==> config.mk <==
export PLATFORM = sky130hd
export DESIGN_NAME = seg_scan_ctrl
export DESIGN_NICKNAME = d
export VERILOG_FILES = /design/src/rtl/seg_pkg.sv /design/src/rtl/hex_to_seg7.sv /design/src/rtl/seg_scan_ctrl.sv
export SDC_FILE = /design/constraint.sdc
export NUM_CORES = 1
export LEC_CHECK = 0
export ABC_AREA = 1
export CORE_AREA = 2 2 120 75
export CTS_BUF_LIST = sky130_fd_sc_hd__clkbuf_8
export CTS_CLUSTER_DIAMETER = 60
export DETAILED_ROUTE_END_ITERATION = 16
export DIE_AREA = 0 0 122 77
export GPL_ROUTABILITY_DRIVEN = 0
export PLACE_DENSITY_LB_ADDON = 0.2
export SLEW_MARGIN = 20
export SYNTH_ARGS = -nofsm -noshare
export SYNTH_HDL_FRONTEND = slang
export SYNTH_SLANG_ARGS = --single-unit
==> constraint.sdc <==
create_clock -name inClk -period 3.4 [get_ports inClk]
set_input_delay 0.85 -clock inClk [delete_from_list [all_inputs] [get_ports inClk]]
set_output_delay 0.85 -clock inClk [all_outputs]
set_load 0.03 [all_outputs]
==> src/rtl/seg_pkg.sv <==
// Shared types and segment tables for the seven-segment display blocks.
// Segment codes are {g,f,e,d,c,b,a}, active-low, for common-anode parts.
package seg_pkg;

    localparam int NUM_DIGITS = 4;

    typedef enum logic {
        ST_BLANK,
        ST_DRIVE
    } scanState_t;

    localparam logic [6:0] SEG_OFF = 7'h7F;

    localparam logic [6:0] HEX_SEG [16] = '{
        7'b1000000, 7'b1111001, 7'b0100100, 7'b0110000,
        7'b0011001, 7'b0010010, 7'b0000010, 7'b1111000,
        7'b0000000, 7'b0010000, 7'b0001000, 7'b0000011,
        7'b1000110, 7'b0100001, 7'b0000110, 7'b0001110
    };

    // One full display image: what a single load captures.
    typedef struct packed {
        logic [4*NUM_DIGITS-1:0] data;
        logic [NUM_DIGITS-1:0]   dp;
        logic [NUM_DIGITS-1:0]   blank;
    } dispData_t;

endpackage

==> src/rtl/hex_to_seg7.sv <==
// Combinational hex nibble to active-low seven-segment decoder.
module hex_to_seg7
    import seg_pkg::*;
(
    input  logic [3:0] nibble,
    output logic [6:0] seg_n
);

    assign seg_n = HEX_SEG[nibble];

endmodule

==> src/rtl/seg_scan_ctrl.sv <==
// Four-digit multiplexed seven-segment scanner with per-slot blanking and
// frame-synchronous double buffering. Option: SEG_SCAN_LZ_SUPPRESS_EN.
module seg_scan_ctrl
    import seg_pkg::*;
#(
    parameter int TICK_DIV  = 104166,
    parameter int BLANK_CYC = 1000
)
(
    input  logic        inClk,
    input  logic        reset,
    input  logic [15:0] data_in,
    input  logic [3:0]  dp_in,
    input  logic [3:0]  blank_in,
    input  logic        load,
    output logic        pending,
    output logic        frame_done,
    output logic [3:0]  an_n,
    output logic [6:0]  seg_n,
    output logic        dp_n
);

    localparam int               CNT_W      = $clog2(TICK_DIV);
    localparam logic [CNT_W-1:0] CNT_LAST   = CNT_W'(TICK_DIV - 1);
    localparam logic [CNT_W-1:0] BLANK_LAST = CNT_W'(BLANK_CYC - 1);

    logic [CNT_W-1:0] cnt;
    logic [1:0]       dig;
    scanState_t       state;
    scanState_t       stateNext;
    logic             isWrap;
    logic             isBoundary;

    dispData_t        activeReg;
    dispData_t        shadowReg;
    dispData_t        loadData;

    logic [3:0]       nibble;
    logic [6:0]       segDec;
    logic [3:0]       lzSuppress;
    logic             digDark;
    logic [3:0]       anNext;
    logic [6:0]       segNext;
    logic             dpNext;

    assign isWrap     = (cnt == CNT_LAST);
    assign isBoundary = isWrap && (dig == 2'(NUM_DIGITS - 1));
    assign loadData   = {data_in, dp_in, blank_in};

    // NOTE: sequential state uses <= so every flop samples pre-edge values.
    always_ff @(posedge inClk or posedge reset) begin
        if (reset) begin
            cnt   <= '0;
            dig   <= '0;
            state <= ST_BLANK;
        end else begin
            cnt   <= isWrap ? '0 : cnt + 1'b1;
            state <= stateNext;
            if (isWrap)
                dig <= dig + 1'b1;
        end
    end

    // NOTE: the default assignment first keeps this block free of latches.
    always_comb begin
        stateNext = state;
        case (state)
            ST_BLANK: if (cnt == BLANK_LAST) stateNext = ST_DRIVE;
            ST_DRIVE: if (isWrap)            stateNext = ST_BLANK;
            default:                         stateNext = ST_BLANK;
        endcase
    end

    // NOTE: the display buffers are plain flops, not RAM, so they take the async clear.
    always_ff @(posedge inClk or posedge reset) begin
        if (reset) begin
            activeReg <= '0;
            shadowReg <= '0;
            pending   <= 1'b0;
        end else if (isBoundary) begin
            // A load landing on the boundary bypasses the shadow entirely.
            if (load)
                activeReg <= loadData;
            else if (pending)
                activeReg <= shadowReg;
            pending <= 1'b0;
        end else if (load) begin
            shadowReg <= loadData;
            pending   <= 1'b1;
        end
    end

    assign nibble = activeReg.data[{dig, 2'b00} +: 4];

    hex_to_seg7 u_dec (
        .nibble (nibble),
        .seg_n  (segDec)
    );

`ifdef SEG_SCAN_LZ_SUPPRESS_EN
    logic higherDark;

    // Walk from the top digit down; a zero stays dark only while everything above is dark too.
    always_comb begin
        higherDark = 1'b1;
        lzSuppress = '0;
        for (int n = NUM_DIGITS - 1; n >= 1; n--) begin
            lzSuppress[n] = higherDark && (activeReg.data[4*n +: 4] == 4'h0) && !activeReg.dp[n];
            higherDark    = higherDark && ((activeReg.data[4*n +: 4] == 4'h0) || activeReg.blank[n]);
        end
    end
`else
    assign lzSuppress = '0;
`endif

    assign digDark = activeReg.blank[dig] | lzSuppress[dig];

    always_comb begin
        anNext  = 4'hF;
        segNext = SEG_OFF;
        dpNext  = 1'b1;
        if (state == ST_DRIVE && !digDark) begin
            anNext[dig] = 1'b0;
            segNext     = segDec;
            dpNext      = ~activeReg.dp[dig];
        end
    end

    always_ff @(posedge inClk or posedge reset) begin
        if (reset) begin
            an_n       <= 4'hF;
            seg_n      <= SEG_OFF;
            dp_n       <= 1'b1;
            frame_done <= 1'b0;
        end else begin
            an_n       <= anNext;
            seg_n      <= segNext;
            dp_n       <= dpNext;
            frame_done <= isBoundary;
        end
    end

endmodule

# --- Yosys cells after proc, flatten, opt, wreduce, memory -nomap -nowiden ---
# Memories as Yosys holds them, arrays and structs flattened.
# Index checks and enable logic that the tools add are counted.
totals:
  in_bits: 27
  memories: 1
  regBits: 82
  wordCells: 59
  romBits: 112
memory_table:
  columns: ["name", "depth", "width", "rd", "rd_ports_with_merged_regs", "wr", "line", "rtl"]
  rows:
  - ["(no name shown)", 16, 7, 1, 0, 0, "hex_to_seg7.sv:9", "assign seg_n = HEX_SEG[nibble];"]
classes:
  shifts: 1
  n_addsub: 2
  n_reduce_logical: 8
  magnitude_cmp: 3
  bitwise_logic: 6
  mux: 21
  eq_ne: 3
ops:
  columns: ["op", "n"]
  rows:
  - ["24-bit two-way mux", 2]
  - ["7-bit two-way mux", 3]
  - ["17-bit by 1-bit adder with 17-bit output, second input constant", 1]
  - ["17-bit by 10-bit equality test with 1-bit output, second input constant", 1]
  - ["17-bit equality test, second input constant", 1]
  - ["17-bit two-way mux", 1]
  - ["16-bit by 5-bit variable part select with 4-bit output", 1]
  - ["1-bit two-way mux", 9]
  - ["1-bit binary-select mux with 2-bit select", 3]
  - ["5-bit >= comparator, second input constant", 1]
  - ["4-bit NOT with 5-bit output", 1]
  - ["4-bit two-way mux", 1]
  - ["4-bit NOT", 1]
  - ["2-bit AND reduction", 2]
  - ["2-bit nonzero test", 2]
  - ["1-bit logical AND", 3]
  - ["2-bit by 3-bit < comparator with 1-bit output, second input constant", 1]
  - ["1-bit NOT", 3]
  - ["2-bit by 1-bit adder with 2-bit output, second input constant", 1]
  - ["1-bit demux with 2-bit select", 1]
  - ["2-bit equality test, second input constant", 1]
  - ["2-bit by 1-bit >= comparator with 1-bit output, second input constant", 1]
  - ["1-bit one-hot mux with 2 select lines", 1]
  - ["1-bit logical NOT", 1]
  - ["1-bit OR", 1]

# --- Longest topological paths before layout ---
# Gate-level depths: netlist of run 1.
logic_depth:
  ltp_word: 6
  ltp_mapped: 11
  mapped_depth_nobuf: 10

# --- Modules after synthesis ---
# From an unflattened synthesis of run 1, not the netlist that was laid out.
unflattened:
  cells_unflattened: 591
  area_unflattened_um2: 4446.8
by_module_without_submodules:
  columns: ["module", "cells_per_inst", "instances", "area_per_inst_um2"]
  rows:
  - ["seg_scan_ctrl", 540, 1, 4171.5]
  - ["hex_to_seg7", 51, 1, 275.3]

# --- Worst setup path after synthesis of run 1 ---
# OpenSTA, ideal clock, no wires.
synth_path:
  path_kind: "input to register"
  from: "input load"
  to: "register activeReg[10] in the netlist's numbering"
  setup_ns: 0.117
  stages: 6
  arrival_time_ns: 1.680
  path_slack_ns: 1.603
  required_time_ns: 3.283
  path_buffers: 3
  cell_sequence: "buf_6 -> or2_1 -> buf_4 -> clkbuf_1 -> nand4_1 -> nand2_1"
synth_via:
  elab_chain_cells: 2
  elab_cells_between_ends: 3
synth_rtl:
  columns: ["element", "line", "rtl"]
  rows:
  - ["start: declaration", "seg_scan_ctrl.sv:15", "input logic load,"]
  - ["2-bit nonzero test (no line)", null, null]
  - ["2-bit AND reduction (no line)", null, null]
  - ["end signal: assignment", "seg_scan_ctrl.sv:83", "activeReg <= loadData;"]
  - ["end signal: assignment", "seg_scan_ctrl.sv:85", "activeReg <= shadowReg;"]
  - ["end: declaration", "seg_scan_ctrl.sv:34", "dispData_t activeReg;"]
# Parallel ways exist; a longest one is shown, timed or not.
# A chain may end at the register's enable or synchronous reset.

# --- Final worst setup path of run 1 ---
layout_path:
  from: "register an_n[3]"
  to: "output an_n[3]"
layout_rtl:
  columns: ["element", "line", "rtl"]
  rows:
  - ["start: declaration", "seg_scan_ctrl.sv:18", "output logic [3:0] an_n,"]
  - ["start signal: assignment", "seg_scan_ctrl.sv:136", "an_n <= anNext;"]
# No word-level cell between the ends.

==> results.cfg, run 1 <==
[die]
die-height_um = 77
ioPinCount = 41
die_area_um2 = 9390
core_um2 = 8300
rows = 26
initial_core_util = 0.537
fp.dieW_um = 122

[routing]
drt-pass1-iter-count = 5
routed_wl_um = 9630
ant_nets = 0
wl_per_cell_um = 13.3
num_vias = 3686
drt_iter0_drc = 384
vias_per_cell = 5.08
drc = 0

[synth]
synthCells = 578
muxShareOfSynthArea = 0
ys.flop_type = dfrtp_1
synth_nets = 617
synthAdderAreaFrac = 0.0337
synth_async_sr_flop_share = 1.00
synth_cell_types = 33
synth-simple-area-share = 0.360
synth_top_family_by_area = simple AND/OR/NAND/NOR gates
syn_area_um2 = 4450
yosysSeqAreaShare = 0.464
synth_compound_area_frac = 0.0422
synth-xor-area-share = 0.0138
synth_edf_count = 0
syn_avg_cell_area_um2 = 7.70
synth_seq_cells = 82
yosys_warnings = 0

[clocking]
cts_buffer_depth = 2
cts_resized = 0
clk_latency_ns = 0.37
clkSinkCount = 82
cts_buffers = 9
path_clk_slew_ns = 0.08
post_cts_buffers = 0
postCtsHoldBufs = 0
cts_tree = yes
cts_max_level = 3
cts_root_buf = clkbuf_8

[timing]
max_freq_ghz = 0.418
finalCriticalPeriod_ns = 2.39
timing.final.crit_share = 0.704
fin_tns_setup_ns = 0
relSlewSlack = 0.513
setup_viol = 0
clock-skew-final_ns = 0.0118
finalHoldViolations = 0
rsz0062_at_grt = no
maxSlewViolCount = 0
worstMarginPinSlew_ns = 0.730

[min_path]
holdPathEnd = shadowReg[13]
hp-class = reg2reg
hp-start = shadowReg[13]
min_path_cells = 2

[power_and_ir_drop]
pwr-share-seq = 0.525
p_leak_nw = 2.57
power_mw = 1.93
power_density_nw_per_um2 = 379
swShare = 0.222
p_int_mw = 1.50
power.switching_mw = 0.429
vdd_drop_max_mv = 0.208
p_clk_frac = 0.408
pwr-share-comb = 0.067

[cells_and_area]
final_common_cell = nand2_1
drive_gt1_frac = 0.0962
fillers = 766
final_cell_mix = nand2_1 (208), dfrtp_1 (70), inv_1 (53)
diodes = 0
fin_nets = 647
syn_to_final_growth_pct = 14.4

[setup_path]
r2r_start = dig[0]
r2r_slack_ns = 1.26
path_depth = 1
startpoint_type = flop
critPathMaxFanout = 1
cp_cell_sequence = clkdlybuf4s50_1
critPathTopFamily = buffers and inverters
worst-setup-path-type = reg2out
rr_endpoint = seg_n[3]
worst_path_max_delay_cell = clkdlybuf4s50_1
crit_buf_inv = 1
slowest_delay_ns = 0.66
crit_required_ns = 2.55
critPathArrivalTime_ns = 1.54
worst_setup_path_end_kind = output pin
reg2reg_depth = 10

[status]
outcome = finished clean

[grt]
busiest_layer = met1
antenna_found_initial = 0
grt_usage = 0.226
grt_max_degree = 74
grt_pass1_wl_um = 16400
met3_usage = 0.0722
first_global_vias = 3334
grt_overflow = 0
grt_use_met2 = 0.292
gr-usage-met1 = 0.366

[job]
drv_cap = 0

[placed_design]
portBuffers = 40
place_hpwl_um = 6880
-- state kept, by name, summed over array words and instances, names as in the netlist --
register	flops
shadowReg	24
pending	1
an_n	4
dp_n	1
activeReg	24
frame_done	1
dig	2
state	1
seg_n	7
cnt	17
-- through the flow --
step                cell area [um2]  setup slack (ns)  utilization  instances  hold WS [ns]
floorplan                      4450             0.461            -        578         0.437
global placement               4870              1.33        0.587        709         0.453
detailed placement             4870              1.28        0.587        709         0.459
CTS                            5090             0.987        0.614        725         0.477
global route                   5090             0.946        0.614        725         0.487
finish                         5090              1.01        0.614        725         0.473
-- synthesized netlist by cell type, types with 3 or more instances --
| cell | instances | area (um2) |
|---|---|---|
| a21oi_1 | 4 | 20.0 |
| buf_1 | 3 | 11.3 |
| buf_2 | 4 | 20.0 |
| buf_4 | 5 | 37.5 |
| buf_6 | 6 | 67.6 |
| clkbuf_1 | 7 | 26.3 |
| dfrtp_1 | 70 | 1750 |
| dfstp_2 | 12 | 315 |
| ha_1 | 12 | 150 |
| inv_1 | 51 | 191 |
| inv_2 | 8 | 30.0 |
| nand2_1 | 208 | 781 |
| nand2_2 | 6 | 37.5 |
| nand3_1 | 51 | 255 |
| nand4_1 | 28 | 175 |
| nor2_1 | 42 | 158 |
| nor2_2 | 4 | 25.0 |
| nor2_4 | 3 | 33.8 |
| nor3_1 | 7 | 35.0 |
| o21ai_0 | 29 | 145 |
| xor2_1 | 6 | 52.6 |
-- layer usage --
layer | share of wire | vias up
met5 | 0 | -
met4 | 0.0076 | 0
met3 | 0.063 | 10
met2 | 0.39 | 89
met1 | 0.54 | 1692
li1 | - | 1895
-- tightest hold or removal path, cell delays in order, from the launching register on --
cell and delay [ns]:
dfrtp_1 0.34, nand2_1 0.05, nand2_1 0.05
-- final cells by class --
cell class | count | area [um2] | share of cell area
Sequential cell | 82 | 2070 | 0.406
Multi-Input combinational cell | 412 | 2000 | 0.393
Timing Repair Buffer | 44 | 438 | 0.0860
Inverter | 59 | 223 | 0.0437
Clock buffer | 11 | 151 | 0.0297
Tap cell | 112 | 140 | 0.0275
Clock inverter | 5 | 71.3 | 0.0140
-- how the worst max path moves through the flow --
| stage | from | endpoint | slack (ns) |
|---|---|---|---|
| global route | an_n[3] | an_n[3] | 0.95 |
| global placement | load | activeReg[9] | 1.33 |
| finish | an_n[3] | an_n[3] | 1.01 |
| CTS | an_n[3] | an_n[3] | 0.99 |
| detailed placement | load | activeReg[4] | 1.28 |
| floorplan | reset | activeReg[0] | 0.46 |
-- power by group through the flow --
stage          combinational (mW)  clock [mW]  sequential, mW
2_1_floorplan              0.0769           0            1.03
3_3_place_gp                0.126           0            1.03
3_5_place_dp                0.131           0            1.03
4_1_cts                     0.131       0.805            1.01
5_1_grt                     0.149       0.855            1.02
6_report                    0.129       0.787            1.01
-- cells by family after synthesis --
family	count (synthesis)
AOI/OAI and AO/OA	36
buffers and inverters	84
adders and majority gates	12
DFF	82
xor gates and xnor gates	7
and+or+nand+nor	357
Note: power is estimated with default switching activity, not from simulation.
==> inputs of run 2 (changes only) <==
--- a/config.mk
+++ b/config.mk
@@ -6,11 +6,11 @@
 export NUM_CORES = 1
 export LEC_CHECK = 0
 export ABC_AREA = 1
-export CORE_AREA = 2 2 120 75
+export CORE_AREA = 2 2 121 76
 export CTS_BUF_LIST = sky130_fd_sc_hd__clkbuf_8
 export CTS_CLUSTER_DIAMETER = 60
 export DETAILED_ROUTE_END_ITERATION = 16
-export DIE_AREA = 0 0 122 77
+export DIE_AREA = 0 0 123 78
 export GPL_ROUTABILITY_DRIVEN = 0
 export PLACE_DENSITY_LB_ADDON = 0.2
 export SLEW_MARGIN = 20
==> constraint.sdc (replaced) <==
create_clock -name inClk -period 2.2 [get_ports inClk]
set_input_delay 0.55 -clock inClk [delete_from_list [all_inputs] [get_ports inClk]]
set_output_delay 0.55 -clock inClk [all_outputs]
set_load 0.03 [all_outputs]
==> results.cfg, run 2 (same netlist as run 1, synthesis figures left out) <==
[die]
rows = 26
fp.dieW_um = 123
initial_core_util = 0.530
die-height_um = 78
core_um2 = 8390
die_area_um2 = 9590
ioPinCount = 41

[clocking]
cts_tree = yes
clkSinkCount = 82
post_cts_buffers = 0
clk_latency_ns = 0.36
cts_resized = 0
path_clk_slew_ns = 0.09
cts_root_buf = clkbuf_8
cts_buffer_depth = 2
cts_max_level = 3
cts_buffers = 9
postCtsHoldBufs = 0

[routing]
vias_per_cell = 5.12
num_vias = 3735
drt_iter0_drc = 326
ant_nets = 0
wl_per_cell_um = 13.7
drt-pass1-iter-count = 5
routed_wl_um = 9980
drc = 0

[setup_path]
slowest_delay_ns = 0.66
worst-setup-path-type = reg2out
cp_cell_sequence = clkdlybuf4s50_1
worst_path_max_delay_cell = clkdlybuf4s50_1
worst_setup_path_end_kind = output pin
critPathArrivalTime_ns = 1.54
critPathTopFamily = buffers and inverters
crit_buf_inv = 1
critPathMaxFanout = 1
startpoint_type = flop
crit_required_ns = 1.65

[timing]
finalHoldViolations = 0
rsz0062_at_grt = no
clock-skew-final_ns = 0.0131
relSlewSlack = 0.401
timing.final.crit_share = 0.951
fin_tns_setup_ns = 0
finalCriticalPeriod_ns = 2.09
max_freq_ghz = 0.478
worstMarginPinSlew_ns = 0.899
setup_viol = 0
maxSlewViolCount = 0

[cells_and_area]
syn_to_final_growth_pct = 16.1
final_core_util = 0.616
top_regs = activeReg x24, shadowReg x24, cnt x17
final_common_cell = nand2_1
drive_gt1_frac = 0.105
diodes = 0
fin_cells = 729
fin_nets = 651
final_cell_mix = nand2_1 (208), dfrtp_1 (70), inv_1 (51), nand3_1 (51), nor2_1 (42)

[placed_design]
portBuffers = 40
placed_cells = 713
place_hpwl_um = 7090

[power_and_ir_drop]
pwr-share-comb = 0.067
swShare = 0.219
p_leak_nw = 2.59
power_mw = 3.09
p_int_mw = 2.41
power_density_nw_per_um2 = 597
vdd_drop_max_mv = 0.364
p_clk_frac = 0.426
power.switching_mw = 0.677
pwr-share-seq = 0.507

[grt]
first_global_vias = 3322
grt_usage = 0.229
antenna_found_initial = 0
grt_max_degree = 74
grt_pass1_wl_um = 16900
grt_overflow = 0

[min_path]
hp-class = reg2reg

[status]
outcome = finished clean

[job]
drv_cap = 0
[run 2: per-stage QoR]
stage                     setup slack, ns  instance area (um2)  hold WS (ns)
after floorplan                     0.659                 4460         0.437
after global placement              0.190                 4930         0.453
after detailed placement            0.101                 4930         0.458
after CTS                          0.0939                 5170         0.477
after global routing               0.0516                 5170         0.492
final                               0.108                 5170         0.475
[run 2: layer usage]
layer / global-route usage / share of wire / vias to the layer above
li1: - / - / 1900
met5: 0 / 0 / -
met4: 0.0523 / 0.0055 / 0
met2: 0.290 / 0.38 / 127
met1: 0.373 / 0.54 / 1702
met3: 0.0669 / 0.074 / 6
[run 2: power by group through the flow]
stage / Combinational, mW / Sequential [mW] / Clock [mW]
final: 0.205 / 1.57 / 1.32
after global routing: 0.237 / 1.57 / 1.41
after CTS: 0.207 / 1.57 / 1.34
after detailed placement: 0.207 / 1.59 / 0
after global placement: 0.200 / 1.59 / 0
after floorplan: 0.119 / 1.59 / 0
[run 2: area by class of cell]
type,count,area (um2)
well taps,112,140
clock inverters,6,106
inverters,59,225
multi-input cells,412,2000
repair buffers,48,493
flip-flops and latches,82,2070
clock buffers,10,138
fillers,748,3220
[run 2: worst paths after layout]
path                                   start       endpoint  slack [ns]  depth (start not counted)
worst max-delay path                    dp_n           dp_n        0.11                          1
worst min-delay path            shadowReg[1]   shadowReg[1]        0.48                          2
worst max register to register       pending   activeReg[3]        0.34                          4
worst min register to register  shadowReg[1]   shadowReg[1]        0.48                          2
max in group asynchronous              reset        an_n[3]        1.29                          3
min in group asynchronous              reset  activeReg[16]        0.61                          3
